--- src/rtl/fifo_burst_reader.sv ---
// Burst reader: pops a requested number of words from a show-ahead FIFO
// into a 2-entry skid buffer and presents them on a valid/ready stream.
module fifo_burst_reader #(
  parameter int unsigned DATA_WIDTH = 8,
  parameter int unsigned CNT_WIDTH  = 8
) (
  input  logic                  clk,
  input  logic                  rstn,
  input  logic                  start,
  input  logic [CNT_WIDTH-1:0]  burst_len,
  input  logic                  abort,
  output logic                  busy,
  output logic                  done,
  output logic [CNT_WIDTH-1:0]  rd_count,
  output logic                  fifo_rd_req,
  input  logic                  fifo_rd_empty,
  input  logic [DATA_WIDTH-1:0] fifo_q,
  output logic                  m_valid,
  input  logic                  m_ready,
  output logic [DATA_WIDTH-1:0] m_data
);

  localparam int unsigned BUF_CNT_W = 2;

  typedef enum logic [1:0] {
    S_IDLE  = 2'd0,
    S_READ  = 2'd1,
    S_DRAIN = 2'd2
  } state_t;

  state_t                r_state;
  state_t                w_state_nxt;
  logic [CNT_WIDTH-1:0]  r_remaining;
  logic [CNT_WIDTH-1:0]  r_rd_count;
  logic [BUF_CNT_W-1:0]  r_buf_cnt;
  logic [DATA_WIDTH-1:0] r_buf0;
  logic [DATA_WIDTH-1:0] r_buf1;
  logic                  r_done;
  logic                  w_done_nxt;
  logic                  w_load;
  logic                  w_flush;
  logic                  w_push;
  logic                  w_xfer;

  // Pop only while reading with room in the buffer; no dependence on m_ready.
  assign w_push = (r_state == S_READ) && !fifo_rd_empty &&
                  (r_remaining != '0) && (r_buf_cnt < BUF_CNT_W'(2));
  assign w_xfer = m_valid && m_ready;

  assign fifo_rd_req = w_push;
  assign busy        = (r_state != S_IDLE);
  assign done        = r_done;
  assign rd_count    = r_rd_count;
  assign m_valid     = (r_buf_cnt != '0);
  assign m_data      = r_buf0;

  // State and done-pulse register.
  always_ff @(posedge clk or negedge rstn) begin
    if (!rstn) begin
      r_state <= S_IDLE;
      r_done  <= 1'b0;
    end else begin
      r_state <= w_state_nxt;
      r_done  <= w_done_nxt;
    end
  end

  // Next-state, done and load/flush decode.
  always_comb begin
    w_state_nxt = r_state;
    w_done_nxt  = 1'b0;
    w_load      = 1'b0;
    w_flush     = 1'b0;
    case (r_state)
      S_IDLE: begin
        if (start) begin
          if (burst_len != '0) begin
            w_state_nxt = S_READ;
            w_load      = 1'b1;
          end else begin
            w_done_nxt = 1'b1;
          end
        end
      end
      S_READ: begin
        if (abort) begin
          w_state_nxt = S_IDLE;
          w_flush     = 1'b1;
        end else if (w_push && (r_remaining == CNT_WIDTH'(1))) begin
          w_state_nxt = S_DRAIN;
        end
      end
      S_DRAIN: begin
        if (abort) begin
          w_state_nxt = S_IDLE;
          w_flush     = 1'b1;
        end else if (w_xfer && (r_buf_cnt == BUF_CNT_W'(1))) begin
          w_state_nxt = S_IDLE;
          w_done_nxt  = 1'b1;
        end
      end
      default: begin
        w_state_nxt = S_IDLE;
      end
    endcase
  end

  // Burst bookkeeping: words still to pop and words popped so far.
  always_ff @(posedge clk or negedge rstn) begin
    if (!rstn) begin
      r_remaining <= '0;
      r_rd_count  <= '0;
    end else if (w_load) begin
      r_remaining <= burst_len;
      r_rd_count  <= '0;
    end else begin
      if (w_push) begin
        r_remaining <= r_remaining - CNT_WIDTH'(1);
        r_rd_count  <= r_rd_count + CNT_WIDTH'(1);
      end
      if (w_flush) begin
        r_remaining <= '0;
      end
    end
  end

  // Two-entry output buffer; entry 0 is always the oldest word.
  always_ff @(posedge clk or negedge rstn) begin
    if (!rstn) begin
      r_buf_cnt <= '0;
      r_buf0    <= '0;
      r_buf1    <= '0;
    end else if (w_flush) begin
      r_buf_cnt <= '0;
    end else begin
      case ({w_push, w_xfer})
        2'b10: begin
          if (r_buf_cnt == '0) begin
            r_buf0 <= fifo_q;
          end else begin
            r_buf1 <= fifo_q;
          end
          r_buf_cnt <= r_buf_cnt + BUF_CNT_W'(1);
        end
        2'b01: begin
          r_buf0    <= r_buf1;
          r_buf_cnt <= r_buf_cnt - BUF_CNT_W'(1);
        end
        2'b11: begin
          // Push needs a free slot and a transfer needs a word, so exactly one is held.
          r_buf0 <= fifo_q;
        end
        default: begin
        end
      endcase
    end
  end

endmodule
--- config.mk ---
export PLATFORM = sky130hd
export DESIGN_NAME = fifo_burst_reader
export DESIGN_NICKNAME = d
export VERILOG_FILES = /design/src/rtl/fifo_burst_reader.sv
export SDC_FILE = /design/constraint.sdc
export NUM_CORES = 1
export LEC_CHECK = 0
export BUFFER_PORTS_ARGS = -buffer_cell sky130_fd_sc_hd__buf_4
export CAP_MARGIN = 10
export CORE_MARGIN = 3
export CORE_UTILIZATION = 35
export DETAILED_ROUTE_END_ITERATION = 7
export HOLD_SLACK_MARGIN = 0.12
export SKIP_LAST_GASP = 1
export SLEW_MARGIN = 20
export SYNTH_ARGS = -nofsm -noshare
export SYNTH_HDL_FRONTEND = slang
export SYNTH_SLANG_ARGS = --single-unit
export TNS_END_PERCENT = 20
--- constraint.sdc ---
create_clock -name clk -period 4.9 [get_ports clk]
set_input_delay 0.49 -clock clk [delete_from_list [all_inputs] [get_ports clk]]
set_output_delay 0.49 -clock clk [all_outputs]
set_load 0.03 [all_outputs]
==> out/summary.txt, run 1 <==
Run status - complete, no violations
Synthesized area - 0.00202 mm²
Crit path setup slack, layout - 2350 ps
Slew at the pin closest to its max-slew limit - 506 ps
RR Endpoint - r_buf1[6]
Achievable clock frequency - 0.392 GHz
Headroom to the max-slew limit - 0.658
Post-CTS setup buffers - 0
Post-route DRC - 0
Clock Path Buffers - 2
Max-slew violation count - 0
Antenna violations before repair - 0
Level count of the clock H-tree - 2
Distinct cell type count after synthesis - 43
Syn Inst Count - 194
Boundary Pins - 42
Leakage power - 0.00119 µW
Ratio of cells with drive above 1 in the final layout - 0.277
Syn_area_per_cell - 10.4 µm²
Die area - 0.00671 mm²
Global routing usage summed across all routing layers - 0.139
Final setup viols - 0
Clock buffers created by TritonCTS - 5
Biggest area contributors in the synthesized netlist - sky130_fd_sc_hd__dfrtp_1 (46%), sky130_fd_sc_hd__mux2_4 (6.0%), sky130_fd_sc_hd__ha_1 (5.0%)
TritonCTS clock tree - done
Layout overhead on the synthesized area - 24.2%
Largest area contributor in the synthesized netlist - sky130_fd_sc_hd__dfrtp_1
Power density over the cells - 602 mW/mm²
Clk sink count - 37
Via count of the first global-routing pass - 1,585
Pin count of the biggest net entering global routing - 38
GP Congestion - 0.823
Fin Setup TNS - 0 ps
Final wirelength - 4.29 mm
Worst IR drop on VDD - 247 µV
Final routed wire length divided by cell count - 13.8 µm
Number of max-cap violations - 0
Number of nets with antenna violations after detailed routing - 0
Height of the chip - 81.9 µm
Number of cell instances on the worst register-to-register path - 6
Startpoint of the worst register-to-register path - r_state[1]
Total number of placement rows - 27
Count of yosys warnings during synthesis - 0
1st-iter DRT viols - 68
Pre-Repair DR Iteration Count - 4
Clock latency of the later-clocked register in the worst-skew pair - 290 ps
Critical path class - reg2out
Critical path startpoint category - flop
Detailed placer's ending HPWL - 3.17 mm
Arrival time reported for the critical path endpoint - 2060 ps
Initial Util - 0.364
Die boundary width - 81.9 µm
Critical Path RT - 4410 ps
Total grt overflow - 0
Post-CTS Hold Buffers - 0
Hold Path Class - in2async
Type of element capturing the critical path - output port
Via count of the routed design - 1,559
Wire length of the first global-routing pass - 7.27 mm
Final clock period utilization by the worst path - 0.520
Final hold violation count - 0
Share of Yosys cell area claimed by the top area cell type - 0.459
Final Critical Period - 2550 ps
Synthesized net count - 224
Post-DR vias/cell - 5.03
Register bit total from synthesis - 37
Count of flip-flops with a built-in enable after synthesis - 0
RSZ-0062 raised after global routing - false
Root Buffer Master - sky130_fd_sc_hd__clkbuf_8
N_diodes - 0
Async set or reset register ratio after synthesis - 1.00
PostCTS Resize Cnt - 0
Dominant synthesized flop cell - sky130_fd_sc_hd__dfrtp_1
Pre-CTS setup slack - 2500 ps
Final layout net count - 267
Slack of the worst reg-to-reg path - 2590 ps
Final Skew - 8.75 ps
Clock-pin slew reported for the worst setup and hold paths after clock tree synthesis - 80 ps
Placeable Area - 0.00554 mm²
Worst Path Max Fanout - 17
Sequential area share after synthesis - 0.459
Count of input and output buffers - 41
==> flip-flops by register name, summed over array words and instances (netlist names) <==
name / count
r_buf_cnt: 2
r_state: 2
done: 1
rd_count: 8
r_buf1: 8
r_remaining: 8
m_data: 8
==> area by class of cell <==
cell class | count | area (µm²)
clock buffer | 5 | 68.8
clock inverter | 3 | 46.3
fill | 543 | 3040
inverter | 9 | 33.8
multi-input combinational | 142 | 1020
sequential | 37 | 926
tap | 72 | 90.1
timing repair buffer | 42 | 315
==> cell usage after synthesis (2+ instances only) <==
| cell | instances |
|---|---|
| sky130_fd_sc_hd__nand4_1 | 6 |
| sky130_fd_sc_hd__nor4_1 | 4 |
| sky130_fd_sc_hd__a2bb2oi_1 | 2 |
| sky130_fd_sc_hd__xnor2_1 | 3 |
| sky130_fd_sc_hd__xor2_1 | 7 |
| sky130_fd_sc_hd__inv_1 | 8 |
| sky130_fd_sc_hd__nand2_1 | 12 |
| sky130_fd_sc_hd__a21o_1 | 2 |
| sky130_fd_sc_hd__buf_2 | 2 |
| sky130_fd_sc_hd__a32o_1 | 2 |
| sky130_fd_sc_hd__nand2b_1 | 2 |
| sky130_fd_sc_hd__o21ai_0 | 5 |
| sky130_fd_sc_hd__a21boi_0 | 2 |
| sky130_fd_sc_hd__a21oi_1 | 12 |
| sky130_fd_sc_hd__nand3_1 | 4 |
| sky130_fd_sc_hd__dfrtp_1 | 37 |
| sky130_fd_sc_hd__mux2i_1 | 9 |
| sky130_fd_sc_hd__o21a_1 | 4 |
| sky130_fd_sc_hd__nor2_1 | 21 |
| sky130_fd_sc_hd__nor2b_1 | 2 |
| sky130_fd_sc_hd__mux2_4 | 8 |
| sky130_fd_sc_hd__and2_1 | 2 |
| sky130_fd_sc_hd__nor4b_1 | 2 |
| sky130_fd_sc_hd__nor3_1 | 3 |
| sky130_fd_sc_hd__o31ai_1 | 3 |
| sky130_fd_sc_hd__clkbuf_1 | 3 |
| sky130_fd_sc_hd__a22o_1 | 2 |
| sky130_fd_sc_hd__and3_1 | 3 |
| sky130_fd_sc_hd__ha_1 | 8 |
==> per-layer routing <==
| metal | wire length, µm | vias to the layer above | global-route usage |
|---|---|---|---|
| met4 | 59 | 0 | 0.0415 |
| met2 | 2040 | 34 | 0.228 |
| met5 | 0 | - | 0 |
| li1 | - | 779 | - |
| met1 | 1990 | 741 | 0.182 |
| met3 | 199 | 5 | 0.0307 |
==> worst max-delay path by stage <==
stage / start / end / slack [ps] / depth (start not counted)
finish: r_state[1] / fifo_rd_req / 2350 / 6
global route: r_remaining[1] / fifo_rd_req / 2200 / 7
CTS: r_state[1] / fifo_rd_req / 2350 / 6
detailed placement: burst_len[0] / r_remaining[6] / 2500 / 7
global placement: burst_len[1] / r_remaining[2] / 2460 / 7
floorplan: r_state[1] / r_buf1[0] / 2830 / 7
==> worst max-delay path, stage by stage, from the launching register on <==
cell and delay (ps):
sky130_fd_sc_hd__dfrtp_1 390, sky130_fd_sc_hd__inv_1 100, sky130_fd_sc_hd__ha_1 180, sky130_fd_sc_hd__nor3b_4 380
sky130_fd_sc_hd__nand2_2 170, sky130_fd_sc_hd__inv_2 310, sky130_fd_sc_hd__buf_4 230
==> metrics by stage <==
stage	util	instance area, µm²	std cells	total power [µW]	hold slack, ps
after floorplan	-	2020	194	1040	194
after global placement	0.431	2390	302	1250	486
after detailed placement	0.431	2390	302	1250	486
after CTS	0.452	2500	310	1520	164
after global routing	0.452	2500	310	1620	185
final	0.452	2500	310	1510	143
==> placed cells by master (no fill, tap or decap), drive strengths merged, types with 6 or more instances in the layout <==
cell and n:
ha 8, inv 9, nand4 6, dfrtp 37
nor2 22, nand2 13, buf 42, a21oi 12
mux2i 9, xor2 7, mux2 8
==> report_power, final <==
group / switching, µW / internal (µW) / leakage (µW)
combinational: 403 / 321 / 0.000669
sequential: 96.2 / 420 / 0.000466
clock: 115 / 152 / 0.0000543
==> cell families after synthesis <==
logic type | count (synthesis) | synth area share
XOR/XNOR | 10 | 0.0434
AO/OA/AOI/OAI | 39 | 0.130
multiplexers | 17 | 0.104
flip-flops | 37 | 0.459
AND/OR/NAND/NOR | 68 | 0.181
buffers and inverters | 15 | 0.0329
adder cells (fa/ha/maj) | 8 | 0.0496
(Power assumes the default switching activity.)
==> run 2: changes to the inputs <==
==> constraint.sdc (replaced) <==
create_clock -name clk -period 2.6 [get_ports clk]
set_input_delay 0.26 -clock clk [delete_from_list [all_inputs] [get_ports clk]]
set_output_delay 0.26 -clock clk [all_outputs]
set_load 0.03 [all_outputs]
==> run 2 against run 1 <==
Global-route usage about the same. Design area is 0.60% higher. Clock skew up 0.61 ps. Non-clock buffer count increased by 1. Register-to-register slack worse by 2300 ps.
==> out/summary.txt, run 2 (same netlist as run 1, synthesis figures left out) <==
Switching part of the total power - 0.404
Placeable Area - 0.00554 mm²
N_diodes - 0
Critical path class - reg2out
Buffers and inverters on the worst path - 3
Final hold violation count - 0
Net switching component of the power - 1160 µW
Final core utilization - 0.455
Root Buffer Master - sky130_fd_sc_hd__clkbuf_8
Final Critical Period - 2320 ps
Max-slew violation count - 0
Final layout net count - 268
Layout overhead on the synthesized area - 24.9%
Clk sink count - 37
1st-iter DRT viols - 54
Global routing usage summed across all routing layers - 0.139
Clock buffers created by TritonCTS - 5
TritonCTS clock tree - done
Die area - 0.00671 mm²
Post-CTS setup buffers - 0
Wire length of the first global-routing pass - 7.06 mm
Die boundary width - 81.9 µm
Number of nets with antenna violations after detailed routing - 0
Clock-pin slew reported for the worst setup and hold paths after clock tree synthesis - 80 ps
Clock Path Buffers - 2
Power share of the sequential group - 0.338
Slack of the worst reg-to-reg path - 290 ps
Final setup viols - 0
Logic gate share of total power - 0.477
Final Skew - 9.36 ps
Run status - complete, no violations
Crit path max-delay cell type - sky130_fd_sc_hd__dfrtp_1
Final clock period utilization by the worst path - 0.892
Fin Setup TNS - 0 ps
Leakage power - 0.00120 µW
Initial Util - 0.364
Pre-Repair DR Iteration Count - 4
Via count of the routed design - 1,589
Number of max-cap violations - 0
GP Congestion - 0.838
Hold Path Class - in2reg
Clock latency of the later-clocked register in the worst-skew pair - 290 ps
Detailed placer's ending HPWL - 3.12 mm
Critical path startpoint category - flop
Count of input and output buffers - 41
PostCTS Resize Cnt - 0
RSZ-0062 raised after global routing - false
Boundary Pins - 42
Final wirelength - 4.30 mm
Worst IR drop on VDD - 406 µV
Total number of placement rows - 27
Highest-count cells in the layout ignoring fill and taps - sky130_fd_sc_hd__buf_4 (42), sky130_fd_sc_hd__dfrtp_1 (37), sky130_fd_sc_hd__nor2_1 (21)
Slew at the pin closest to its max-slew limit - 520 ps
Area taken by multi-input logic gates - 0.00102 mm²
Reg area - 926 µm²
Critical Path RT - 2340 ps
Clock power frac - 0.185
Post-CTS Hold Buffers - 1
Arrival time reported for the critical path endpoint - 2060 ps
Cells along the critical path - inv_1 > ha_1 > nor3b_4 > nand2_2 > inv_2 > buf_4
Post-DR vias/cell - 5.11
Worst Path Max Fanout - 17
Antenna violations before repair - 0
Headroom to the max-slew limit - 0.652
Final routed wire length divided by cell count - 13.8 µm
Via count of the first global-routing pass - 1,512
Commonest non-fill, non-tap cell in the layout - sky130_fd_sc_hd__buf_4
Int Pwr - 1710 µW
Fill cell count - 557
Pin count of the biggest net entering global routing - 38
Height of the chip - 81.9 µm
Type of element capturing the critical path - output port
Achievable clock frequency - 0.431 GHz
Largest stage delay on the critical path - 390 ps
Post-route DRC - 0
Ratio of cells with drive above 1 in the final layout - 0.276
Power density over the cells - 1140 mW/mm²
Level count of the clock H-tree - 2
Total grt overflow - 0
Cell class contributing the biggest share of worst-path delay - buffers and inverters
==> run 2: area by class of cell <==
cell class	instances	share of cell area
Clock inverter	2	0.0149
Tap cell	72	0.0357
Multi-Input combinational cell	142	0.407
Inverter	9	0.0134
Timing Repair Buffer	43	0.129
Clock buffer	6	0.0328
Sequential cell	37	0.367
==> run 2: worst paths after layout <==
kind / startpoint / to / cells after the start
min in group asynchronous: rstn / m_data[7] / 2
setup / recovery: r_state[1] / fifo_rd_req / 6
setup reg to reg: r_remaining[1] / m_data[7] / 9
max in group asynchronous: rstn / r_remaining[3] / 2
hold reg to reg: r_buf1[5] / r_buf1[5] / 1
hold / removal: fifo_q[2] / r_buf1[2] / 2
==> run 2: power by group through the flow <==
stage | clock (µW) | combinational [µW] | sequential [µW]
6_report | 530 | 1370 | 969
5_1_grt | 572 | 1510 | 995
4_1_cts | 539 | 1380 | 966
3_5_place_dp | 0 | 1370 | 978
3_3_place_gp | 0 | 1370 | 978
2_1_floorplan | 0 | 873 | 1090
==> run 2: through the flow <==
| step | cells | worst slack [ps] | total power (µW) | cell area (µm²) | hold slack [ps] |
|---|---|---|---|---|---|
| final | 311 | 282 | 2870 | 2520 | 200 |
| after global routing | 311 | 72.0 | 3080 | 2520 | 182 |
| after CTS | 311 | 289 | 2890 | 2520 | 195 |
| after detailed placement | 302 | 307 | 2350 | 2390 | 258 |
| after global placement | 302 | 343 | 2350 | 2390 | 261 |
| after floorplan | 194 | 534 | 1970 | 2020 | -35.6 |
==> run 2: routing by layer <==
layer,share of wire,track usage,up-vias
li1,-,-,780
met1,0.46,0.182,775
met2,0.48,0.221,28
met3,0.038,0.0362,6
met4,0.015,0.0498,0
met5,0,0,-
==> run 3: changes to the inputs <==
--- a/config.mk
+++ b/config.mk
@@ -7,7 +7,6 @@
 export LEC_CHECK = 0
 export BUFFER_PORTS_ARGS = -buffer_cell sky130_fd_sc_hd__buf_4
 export CAP_MARGIN = 10
-export CORE_MARGIN = 3
 export CORE_UTILIZATION = 35
 export DETAILED_ROUTE_END_ITERATION = 7
 export HOLD_SLACK_MARGIN = 0.12
==> run 3 against run 2 <==
Critical path type is now reg2reg. Largest power group unchanged. First-iteration DRC count up 13%. Non-clock buffer count up 1. Largest cell class unchanged. Clock-buffer cell count down 1. Via count down 2.1%.
==> out/summary.txt, run 3 (same netlist as run 1, synthesis figures left out) <==
Final hold violation count - 0
Final layout net count - 269
Clock Path Buffers - 2
Slew at the pin closest to its max-slew limit - 588 ps
Via count of the routed design - 1,556
Die boundary width - 77.9 µm
Boundary Pins - 42
Cells after DPL - 303
Placeable Area - 0.00554 mm²
Number of nets with antenna violations after detailed routing - 0
Largest stage delay on the critical path - 430 ps
Fin Setup TNS - 0 ps
Uppermost signal routing layer after detailed routing - met4
Instance count along the most critical hold path - 2
Final clock period utilization by the worst path - 0.878
Ratio of cells with drive above 1 in the final layout - 0.279
Cells along the critical path - inv_1 > ha_1 > nor3b_1 > nand2_1 > nand2_2 > inv_2 > nor2_4 > mux2i_1 > a21oi_1
Total grt overflow - 0
Initial Util - 0.364
Final Skew - 9.90 ps
Post-route DRC - 0
TritonCTS clock tree - done
Run status - complete, no violations
Hold Path Class - in2reg
Beginning of the worst hold path - fifo_q[4]
GP Congestion - 0.861
Startpoint of the worst register-to-register path - r_remaining[0]
Root Buffer Master - sky130_fd_sc_hd__clkbuf_8
Die area - 0.00607 mm²
Global routing usage summed across all routing layers - 0.160
Layout overhead on the synthesized area - 25.1%
Power density over the cells - 1130 mW/mm²
Critical path startpoint category - flop
N_diodes - 0
RR Endpoint - m_data[4]
Crit path max-delay cell type - sky130_fd_sc_hd__dfrtp_1
Number of cell instances on the worst register-to-register path - 9
Level count of the clock H-tree - 2
Clock latency of the later-clocked register in the worst-skew pair - 290 ps
Pre-Repair DR Iteration Count - 4
Worst Path Max Fanout - 17
Achievable clock frequency - 0.438 GHz
Post-CTS setup buffers - 0
Slack of the worst reg-to-reg path - 320 ps
Final Critical Period - 2280 ps
Clock-pin slew reported for the worst setup and hold paths after clock tree synthesis - 80 ps
Wire length of the first global-routing pass - 7.50 mm
Post-Route M1 WL - 2.09 mm
Critical Path RT - 2760 ps
Antenna violations before repair - 0
Via count of the first global-routing pass - 1,580
1st-iter DRT viols - 61
Worst IR drop on VDD - 476 µV
Critical path class - reg2reg
Highest-count cells in the layout ignoring fill and taps - sky130_fd_sc_hd__buf_4 (43), sky130_fd_sc_hd__dfrtp_1 (37), sky130_fd_sc_hd__nor2_1 (21)
Metal2 WL - 1.90 mm
Clock buffers created by TritonCTS - 5
Leakage power - 0.00120 µW
Height of the chip - 77.9 µm
Count of input and output buffers - 41
Commonest non-fill, non-tap cell in the layout - sky130_fd_sc_hd__buf_4
Detailed placer's ending HPWL - 3.05 mm
Pin count of the biggest net entering global routing - 38
Clk sink count - 37
Total number of placement rows - 27
Final routed wire length divided by cell count - 13.7 µm
Headroom to the max-slew limit - 0.604
Filler-free cell count of the finished design - 312
Arrival time reported for the critical path endpoint - 2450 ps
RSZ-0062 raised after global routing - false
Type of element capturing the critical path - flop
Final setup viols - 0
Worst-case hold path end point - r_buf1[4]
Max-slew violation count - 0
Post-DR vias/cell - 4.99
Wire length on met3 - 216 µm
Final wirelength - 4.28 mm
Number of max-cap violations - 0
[run 3: layer usage]
layer  GRT usage  vias to the layer above
met1       0.220                      728
met2       0.236                       38
met4      0.0593                        0
li1            -                      782
met5           0                        -
met3      0.0471                        8
[run 3: stage by stage]
stage	total power (µW)	cell area (µm²)	utilization	hold slack [ps]	worst slack [ps]
2_1_floorplan	1970	2020	-	-35.6	534
3_3_place_gp	2350	2400	0.433	262	404
3_5_place_dp	2350	2400	0.433	265	327
4_1_cts	2880	2520	0.455	202	310
5_1_grt	3090	2520	0.455	187	85.8
6_report	2850	2520	0.455	201	317
[run 3: power by group]
| part | switching [µW] | leakage (µW) | internal (µW) |
|---|---|---|---|
| registers | 179 | 0.000466 | 792 |
| clock network | 221 | 0.0000543 | 287 |
| logic | 761 | 0.000679 | 610 |
| total | 1160 | 0.00120 | 1690 |
[run 3: worst max-delay path by stage]
stage	from	end	slack (ps)	cells after the start
2_1_floorplan	r_state[1]	r_buf1[0]	530	7
3_3_place_gp	r_remaining[0]	m_data[5]	400	9
3_5_place_dp	r_remaining[0]	m_data[4]	330	9
4_1_cts	r_remaining[0]	m_data[3]	310	9
5_1_grt	r_remaining[0]	m_data[7]	90	9
6_report	r_remaining[0]	m_data[4]	320	9
[run 3: final cells by class]
class	instances	area [µm²]
Fill cell	542	3020
Clock buffer	5	68.8
Inverter	9	33.8
Timing Repair Buffer	44	333
Tap cell	72	90.1
Clock inverter	3	46.3
Sequential cell	37	926
Multi-Input combinational cell	142	1020
[run 3: timing repair]
action,CTS,global route
hold buffers,1,0
gates resized for setup,0,0
hold endpoints to repair,37,0
[run 3: worst max-delay path, delay by kind of cell, from the launching register on]
kind	cells	cell delay, ps
muxes	1	240
adders and majority gates	1	230
DFF	1	430
buffers and inverters	2	250
AOI/OAI and AO/OA	1	90
and+or+nand+nor	4	910
